File: src/rtl/crc8_serial_engine.sv
// Bit-serial CRC-8 engine: MSB-first, programmable seed and polynomial.
// Optional serial result output enabled by defining CRC_SERIAL_OUT_EN.
module crc8_serial_engine #(
    parameter int FRAME_BITS = 8
) (
    input  logic       clk,
    input  logic       rst,
    input  logic [7:0] crc_init,
    input  logic [7:0] crc_poly,
    input  logic       data_in,
    input  logic       crc_enable,
`ifdef CRC_SERIAL_OUT_EN
    output logic       crc_sout,
    output logic       crc_sout_valid,
`endif
    output logic [7:0] crc_out,
    output logic       crc_valid,
    output logic [7:0] frame_count,
    output logic       busy
);

    localparam logic [7:0] FB = 8'(FRAME_BITS);

    typedef enum logic [1:0] {
        IDLE = 2'd0,
        CALC = 2'd1,
        DONE = 2'd2
    } state_t;

    state_t     state_q, state_d;
    logic [7:0] crc_reg_q, crc_reg_d;
    logic [7:0] cnt_q, cnt_d;
    logic [7:0] crc_out_q, crc_out_d;
    logic       crc_valid_q, crc_valid_d;
    logic [7:0] frame_count_q, frame_count_d;
    logic [7:0] base;
    logic [7:0] nxt;
    logic [7:0] cnt_inc;

    // One CRC step; outside CALC the step starts from the live seed
    always_comb begin
        base = (state_q == CALC) ? crc_reg_q : crc_init;
        nxt  = {base[6:0], 1'b0} ^ ((base[7] ^ data_in) ? crc_poly : 8'h00);
        cnt_inc = cnt_q + 8'd1;
    end

    // Next-state, working register, bit counter and report values
    always_comb begin
        state_d       = state_q;
        crc_reg_d     = crc_reg_q;
        cnt_d         = cnt_q;
        crc_out_d     = crc_out_q;
        crc_valid_d   = 1'b0;
        frame_count_d = frame_count_q;
        unique case (state_q)
            IDLE, DONE: begin
                crc_reg_d = crc_init;
                cnt_d     = 8'd0;
                state_d   = IDLE;
                if (crc_enable) begin
                    crc_reg_d = nxt;
                    cnt_d     = 8'd1;
                    state_d   = CALC;
                end
            end
            CALC: begin
                if (crc_enable) begin
                    crc_reg_d = nxt;
                    cnt_d     = cnt_inc;
                    if (cnt_inc == FB) begin
                        state_d       = DONE;
                        crc_out_d     = nxt;
                        crc_valid_d   = 1'b1;
                        frame_count_d = frame_count_q + 8'd1;
                    end
                end
            end
            default: state_d = IDLE;
        endcase
    end

    // Core state registers with synchronous reset
    always_ff @(posedge clk) begin
        if (rst) begin
            state_q       <= IDLE;
            crc_reg_q     <= 8'h00;
            cnt_q         <= 8'd0;
            crc_out_q     <= 8'h00;
            crc_valid_q   <= 1'b0;
            frame_count_q <= 8'h00;
        end else begin
            state_q       <= state_d;
            crc_reg_q     <= crc_reg_d;
            cnt_q         <= cnt_d;
            crc_out_q     <= crc_out_d;
            crc_valid_q   <= crc_valid_d;
            frame_count_q <= frame_count_d;
        end
    end

    assign crc_out     = crc_out_q;
    assign crc_valid   = crc_valid_q;
    assign frame_count = frame_count_q;
    assign busy        = (state_q == CALC) ||
                         ((state_q == DONE) && crc_enable);

`ifdef CRC_SERIAL_OUT_EN
    logic [7:0] sh_q, sh_d;
    logic [3:0] sh_cnt_q, sh_cnt_d;

    // Shift the result out MSB-first; a new result restarts the shift
    always_comb begin
        sh_d     = sh_q;
        sh_cnt_d = sh_cnt_q;
        if (crc_valid_q) begin
            sh_d     = crc_out_q;
            sh_cnt_d = 4'd8;
        end else if (sh_cnt_q != 4'd0) begin
            sh_d     = {sh_q[6:0], 1'b0};
            sh_cnt_d = sh_cnt_q - 4'd1;
        end
    end

    // Shift-out registers with synchronous reset
    always_ff @(posedge clk) begin
        if (rst) begin
            sh_q     <= 8'h00;
            sh_cnt_q <= 4'd0;
        end else begin
            sh_q     <= sh_d;
            sh_cnt_q <= sh_cnt_d;
        end
    end

    assign crc_sout       = sh_q[7];
    assign crc_sout_valid = (sh_cnt_q != 4'd0);
`endif

endmodule

File: config.mk
export PLATFORM = sky130hd
export DESIGN_NAME = crc8_serial_engine
export DESIGN_NICKNAME = d
export VERILOG_FILES = /design/src/rtl/crc8_serial_engine.sv
export SDC_FILE = /design/constraint.sdc
export NUM_CORES = 1
export LEC_CHECK = 0
export CELL_PAD_IN_SITES_DETAIL_PLACEMENT = 0
export CELL_PAD_IN_SITES_GLOBAL_PLACEMENT = 1
export CORE_ASPECT_RATIO = 1.4
export CORE_MARGIN = 4
export CORE_UTILIZATION = 30
export DETAILED_ROUTE_END_ITERATION = 10
export GPL_TIMING_DRIVEN = 0
export HOLD_SLACK_MARGIN = 0.02
export PLACE_DENSITY = 0.74
export SLEW_MARGIN = 20
export SYNTH_ARGS = -nofsm -noshare
export SYNTH_HDL_FRONTEND = slang
export SYNTH_SLANG_ARGS = --single-unit
File: constraint.sdc
create_clock -name clk -period 2.3 [get_ports clk]
set_input_delay 0.23 -clock clk [delete_from_list [all_inputs] [get_ports clk]]
set_output_delay 0.23 -clock clk [all_outputs]
set_load 0.05 [all_outputs]
**After elaboration in Yosys (flattened, before gate mapping)**

Cells that the tools add are included.

- Flip-flop bits (word level): 35
- Output and inout bits: 18

- Add/sub/neg operators: 2
- Equality and inequality tests: 5
- Muxes and demuxes: 13
- Bitwise operators: 4
- Reductions and logical operators: 9

Operators with widths:

| kind | count |
|---|---|
| two-way mux 8 bit | 5 |
| one-hot mux 8 bit (2 select lines) | 2 |
| adder 8 x 1 -> 8 bit (second input constant) | 2 |
| == test 8 x 4 -> 1 bit (second input constant) | 1 |
| bitwise XOR 8 bit | 1 |
| two-way mux 2 bit | 2 |
| one-hot mux 2 bit (2 select lines) | 1 |
| AND reduction 2 bit | 2 |
| two-way mux 1 bit | 3 |
| AND reduction 3 bit | 1 |
| OR reduction 3 bit | 1 |
| == test 2 x 1 -> 1 bit (second input constant) | 1 |
| == test 2 bit (second input constant) | 1 |
| logical NOT 2 bit | 1 |
| inequality test 2 x 1 -> 1 bit (second input constant) | 1 |
| inequality test 2 bit (second input constant) | 1 |
| inverter 1 bit | 2 |
| nonzero test 2 bit | 1 |
| OR reduction 2 bit | 1 |
| logical AND 1 bit | 1 |
| logical OR 1 bit | 1 |
| bitwise XOR 1 bit | 1 |

**Logic depth before layout (Yosys ltp)**

- Depth in word-level cells: 7
- Gate-level depth with buffers: 8
- Depth with buffers taken out: 7

**Worst setup path after synthesis**

No wires, ideal clock.

- Kind: reg2reg
- Start point: register cnt_q[0]
- End point: register frame_count_q[1] (netlist: frame_count[1])
- Library setup time: 0.128 ns
- Arrival: 1.903 ns
- Slack: 0.270 ns
- Cell stages (with the launch flop): 9
- Clock period less this slack: 2.030 ns
- Cells stage by stage: dfxtp_1 > ha_1 > and3_2 > nor3_1 > o221ai_4 > nor3_2 > buf_6 > mux2i_1 > nor2_1

- Word-level cells in the longest chain between the ends: 3

Ends and longest elaborated chain:

| element | line | RTL |
|---|---|---|
| start, declared | 32 | `logic [7:0] cnt_q, cnt_d;` |
| start signal, assigned | 94 | `cnt_q <= cnt_d;` |
| adder 8 x 1 -> 8 bit | 44 | `cnt_inc = cnt_q + 8'd1;` |
| == test 8 x 4 -> 1 bit | 70 | `if (cnt_inc == FB) begin` |
| AND reduction 3 bit (no line) | n/a |  |
| end signal, assigned | 97 | `frame_count_q <= frame_count_d;` |
| end, declared | 35 | `logic [7:0] frame_count_q, frame_count_d;` |

Every way passes these cells.
A chain may end at the register's enable or synchronous reset.

**Worst setup path in the final report**

- Start point: register cnt_q[0]
- End point: register crc_out_q[3] (netlist: crc_out[3])

- Word-level cells in the longest chain between the ends: 3

Ends and longest elaborated chain:

| element | line | RTL |
|---|---|---|
| adder 8 x 1 -> 8 bit | 44 |  |
| == test 8 x 4 -> 1 bit | 70 |  |
| AND reduction 3 bit (no line) | n/a |  |
| end signal, assigned | 95 | `crc_out_q <= crc_out_d;` |
| end, declared | 33 | `logic [7:0] crc_out_q, crc_out_d;` |

Every way passes these cells.

==> metrics.txt <==
nets@finish 291; leakage power 0.911 nW; Post-Route WL 4820 µm; MaxCap Viol Count 0; dpl ws -0.162 ns; IO buf count 37; area of the core 6300 µm²; area of the multi-input gates 1210 µm²; fill count 673; combinational power share 16.7%; CP Launch Type flip-flop; Seq/Total Area, Yosys 35.8%; crit path max fanout 10; GR Util All Layers 12.8%; die width 76.3 µm; Syn Nets 247; share of the synthesized area in the top cell type 35.8%; vias in the first global route 1,676; Avg WL per Cell 14.1 µm; Min-Delay Path Class reg2reg; share of cells above drive strength 1 11.2%; power per cell area 577 nW/µm²; Inst Count DP 333; Yosys reg bits 35; P_sw 0.388 mW; Final Cell Area 2550 µm²; Clock power frac 39.6%; Final Hold Fails 0; via count 1,711; IO Count 38; largest net degree at the start of global routing 12; Setup-failing EPs final 0; sw frac 26.3%; Fin Setup TNS 0 ns; DRC 0; Worst Setup End Kind flip-flop; busiest grt layer met2; unrepaired setup endpoints after global routing no; Placed Instance Area 2420 µm²; Die Area 7910 µm²; Fmax 0.481 GHz; post-synthesis cell type count 46; setup ws final 0.223 ns; Layout area overhead 30.3%; Syn Area/Cell 8.75 µm²; Area contributors post-synth dfxtp_1, mux2i_1, xor2_1, nor2_1, xnor2_1; global route total overflow 0; Final ANT Viol Nets 0; kind of critical path reg2reg; Tightest Pin Transition 0.646 ns; sequential share of power 43.7%; critical path arrival 2.24 ns; VDD IR max 0.000369 V; initial DRC count 75; GR Util met2 21.7%; first-pass GRT wire length 8270 µm; CTS buffer count 5; Worst EP required 2.46 ns; CTS tree built; DP HPWL 3610 µm; clock edge transition at the registers on the reported setup and hold paths 0.07 ns; vias per cell 5.02; YS warnings 0; initial antenna violation count 0; FP Rows 34; Clock Skew 0.00268 ns; Max-Slew Margin vs Limit 56.9%; met3 global-route usage 2.26%; clock latency at the later pin of the worst-skew pair 0.28 ns; clk buf depth 2; Cells after Synth 224; Root Driver clkbuf_8; period utilization 90.3%; status finished, final reports clean; met1 GRT Util 15.9%; Final Max Slew Viols 0; diode count 0; htree depth 2; Storage cell area 703 µm²; Final min period 2.08 ns; final cell count without fillers 341; Pint 1.09 mW; clock sinks 35; postcts setup bufs 0; DRT Pass-1 Iters 4; Starting Density 31.1%; synthesized cell area 1960 µm²; RD Place Congestion 0.786; hold-fix buffers at CTS 0; cell accounting for the most synthesized area dfxtp_1; Die Span Y 104 µm
==> final timing paths <==
kind | startpoint | end | slack, ns | depth (start not counted)
setup / recovery | cnt_q[0] | crc_out[3] | 0.22 | 8
hold / removal | crc_out[0] | crc_out[0] | 0.50 | 2
setup reg to reg | cnt_q[0] | crc_out[3] | 0.22 | 8
hold reg to reg | crc_out[0] | crc_out[0] | 0.50 | 2
==> routing by layer <==
| metal | vias to the layer above | wire length, µm |
|---|---|---|
| li1 | 879 | - |
| met1 | 783 | 2170 |
| met2 | 44 | 2390 |
| met3 | 5 | 187 |
| met4 | 0 | 80 |
| met5 | - | 0 |
==> sequential cells by signal, indices dropped and copies added, names as in the netlist <==
name / cells
crc_valid: 1
frame_count: 8
crc_out: 8
crc_reg_q: 8
state_q: 2
cnt_q: 8
==> what timing repair did <==
item | 4_1_cts | 5_1_grt
pin swaps | 0 | 1
gates resized for setup | 2 | 7
setup endpoints to repair | 1 | 18
==> worst max-delay path, stage by stage, from the launching register on <==
cell and delay [ns]:
dfxtp_2 0.39, ha_2 0.22, and3_2 0.23, and3_1 0.21, o221ai_4 0.20, nor3_2 0.24, buf_6 0.20, mux2i_1 0.22
nor2_1 0.05
==> Yosys cell counts (all sizes together) <==
library cell / instances
a22oi: 2
nor3b: 3
nand2b: 9
xnor2: 9
o21ai: 9
nor2b: 3
o221ai: 1
nand4: 6
buf: 4
o21a: 1
o311ai: 1
clkbuf: 6
a311oi: 1
o21bai: 2
nor4: 7
nor2: 32
inv: 2
nor3: 2
nand3b: 1
a21oi: 12
nor4b: 1
and3: 2
mux2: 1
a31oi: 1
and2: 2
xor2: 17
nand3: 6
a211oi: 4
ha: 3
mux2i: 15
nand2: 18
a22o: 2
dfxtp: 35
a221oi: 2
or2: 1
a31o: 1
==> layout make-up <==
type,instances,area share (%)
Buffer,10,1.96
Clock buffer,6,3.24
Clock inverter,2,1.37
Inverter,2,0.294
Multi-Input combinational cell,177,47.6
Sequential cell,35,27.5
Tap cell,72,3.53
Timing Repair Buffer,37,14.5
==> layout by cell type, fill, tap and decap left out, drive strengths merged, types with 4 or more instances in the layout <==
cell / instances
a211oi: 4
a21oi: 12
buf: 4
clkbuf: 12
clkdlybuf4s50: 36
dfxtp: 35
mux2i: 15
nand2: 18
nand2b: 9
nand3: 6
nand4: 6
nor2: 32
nor4: 7
o21ai: 9
xnor2: 9
xor2: 17
==> logic make-up (layout without fill, tap and decap cells) <==
| group | Yosys count | count (layout) | share of synthesized area (%) |
|---|---|---|---|
| simple gates | 93 | 93 | 25.7 |
| fa+ha+maj | 3 | 3 | 1.92 |
| mux | 16 | 16 | 8.24 |
| flops | 35 | 35 | 35.8 |
| buf+inv | 12 | 57 | 2.81 |
| xor+xnor | 26 | 26 | 11.6 |
| compound gates | 39 | 39 | 13.9 |
==> power by group through the flow <==
stage                     sequential, mW  combinational, mW  clock [mW]
final                              0.644              0.246       0.583
after global routing               0.647              0.275       0.624
after CTS                          0.643              0.246       0.603
after detailed placement           0.658              0.246           0
after global placement             0.657              0.245           0
after floorplan                    0.654              0.161           0
==> metrics by stage <==
stage          total power, mW  hold slack (ns)  util (%)
2_1_floorplan            0.815            0.378         -
3_3_place_gp             0.902            0.469      38.4
3_5_place_dp             0.904            0.470      38.4
4_1_cts                   1.49            0.491      40.3
5_1_grt                   1.55            0.515      40.5
6_report                  1.47            0.496      40.5
No activity file was read; power rests on OpenSTA's default activity.
==> edit: new RTL, config.mk and constraints unchanged <==
`FRAME_BITS`: 8 -> 6.
--- a/src/rtl/crc8_serial_engine.sv
+++ b/src/rtl/crc8_serial_engine.sv
@@ -1,7 +1,7 @@
 // Bit-serial CRC-8 engine: MSB-first, programmable seed and polynomial.
 // Optional serial result output enabled by defining CRC_SERIAL_OUT_EN.
 module crc8_serial_engine #(
-    parameter int FRAME_BITS = 8
+    parameter int FRAME_BITS = 6
 ) (
     input  logic       clk,
     input  logic       rst,
Formal check against the unedited RTL: not equivalent (a bounded check fails within 10 cycles, from zero or initial values and one cycle with rst high).
==> edit against the unedited design <==
- the run now ends with setup timing left
- power is 3.5% lower
- clock skew increased by 9.2 ps
- clock power rose by 1%
- cell area down 4.5%
- synthesized area is 8.7% lower
- wire length decreased by 0.17%
- sequential cell count unchanged
- first-iteration DRC count up 27%
- utilization increased by 1.3 points
- worst setup slack worse by 240 ps
- critical path depth did not move
- critical endpoint is now frame_count[7]
- largest cell class unchanged
- largest power group unchanged
==> edit: results (changes against the unedited design) <==
Outcome -> complete, but fails checks
Failing checks -> setup timing
Bufs w/o clock -> 48 (+2.1%)
Area occupied by multi-input gates -> 1092 um^2 (-10%)
Fill count -> 583 (-13%)
Port bufs -> 37 (unchanged)
Routed WL -> 4.815 mm (-0.17%)
Dominant cells by area after synthesis -> dfxtp_1, nand2_1, xor2_1
Worst Path Max Fanout -> 9 (-1)
Global-route wire length before repair -> 7.948 mm (-3.8%)
Slew HR -> 50.54% (-6.4 points)
Library cells used by synthesis -> 35 (-24%)
Syn Nets -> 243 (-1.6%)
Worst R2R End -> frame_count[7]
Clock-cell share -> 4.772% (+0.16 points)
Largest net degree at the start of global routing -> 14 (+2)
DP Worst Slack -> -183.9 ps (-22.24 ps)
Pins Over Slew Limit -> 0 (unchanged)
Met3 GRT Util -> 2.730% (+0.47 points)
GR Util met1 -> 16.09% (+0.23 points)
Final setup margin -> -16.33 ps (-238.8 ps)
Clock Skew -> 11.86 ps (+9.177 ps)
P_leak -> 0.8414 nW (-7.6%)
Routed metal-1 wirelength -> 1.976 mm (-8.8%)
Met2 usage -> 24.05% (+2.4 points)
Critical path's largest stage delay -> 430 ps (+40 ps)
Sequential fraction of the synthesis area -> 39.19% (+3.4 points)
Reg2reg setup slack -> -20 ps (-240 ps)
Routability congestion estimate -> 0.8158 (+3.8%)
Switching power -> 0.3820 mW (-1.6%)
Compound-cell area share of the yosys netlist -> 17.42% (+3.5 points)
DPL Wire Length -> 3.478 mm (-3.6%)
Hold Violations, Final -> 0 (unchanged)
Slowest stage cell, crit path -> or3_4
Synth cell count leaders -> dfxtp_1, nand2_1, nor2_1
YS warnings -> 0 (unchanged)
Comb_multi_in -> 172 (-2.8%)
Final nets -> 287 (-1.4%)
Inverters -> 2 (unchanged)
Seq/total area -> 28.89% (+1.3 points)
Skew-Pair Late Insertion Delay -> 300 ps (+20 ps)
Non-clock buffering overhead -> 17.65% (+1.2 points)
WL met2 -> 2.502 mm (+4.7%)
Clock group -> 0.589 mW (+1%)
WHS -> 457.0 ps (-38.66 ps)
Adder-cell share of the synthesized area -> 2.099% (+0.18 points)
Max IR drop VDD -> 0.0002215 V (-40%)
Crit path DAT -> 2550 ps (+310 ps)
Sequential Power -> 0.638 mW (-0.9%)
Vias in the first global route -> 1697 (+1.3%)
Vias post-DR -> 1728 (+0.99%)
All-Layer GR Usage -> 14.03% (+1.3 points)
Layout cell share with drive strength beyond 1 -> 11.32% (+0.17 points)
Detail Route met3 WL -> 219 um (+17%)
Post-synthesis mux area share -> 5.598% (-2.6 points)
# setup viols final -> 1 (+1)
Clock slew at reported path FFs -> 90 ps (+20 ps)
DR iter-0 viols -> 95 (+27%)
Synth Area in XOR/XNOR -> 7.838% (-3.8 points)
edit: how the worst max path moves through the flow:
stage	startpoint	to	cells after the start
floorplan	cnt_q[0]	frame_count[7]	9
global placement	crc_enable	busy	5
detailed placement	crc_enable	busy	5
CTS	cnt_q[0]	frame_count[7]	8
global route	cnt_q[0]	frame_count[7]	8
finish	cnt_q[0]	frame_count[7]	8
edit: stage by stage:
| step | setup TNS, ps | instances | area (um^2) | power (mW) |
|---|---|---|---|---|
| after global placement | -956.8 | 327 | 2267 | 0.8440 |
| after floorplan | 0 | 220 | 1809 | 0.7670 |
| after detailed placement | -1061 | 327 | 2267 | 0.8455 |
| after global routing | -156.4 | 335 | 2439 | 1.484 |
| final | -16.33 | 335 | 2439 | 1.422 |
| after CTS | 0 | 333 | 2387 | 1.439 |
edit: repair_timing:
item                                   CTS  global route
buffers inserted                         0             2
resized for setup                        5            15
gates cloned                             0             0
pin swaps                                0             3
endpoints found under the hold margin    0             0
setup endpoints to repair               15            17
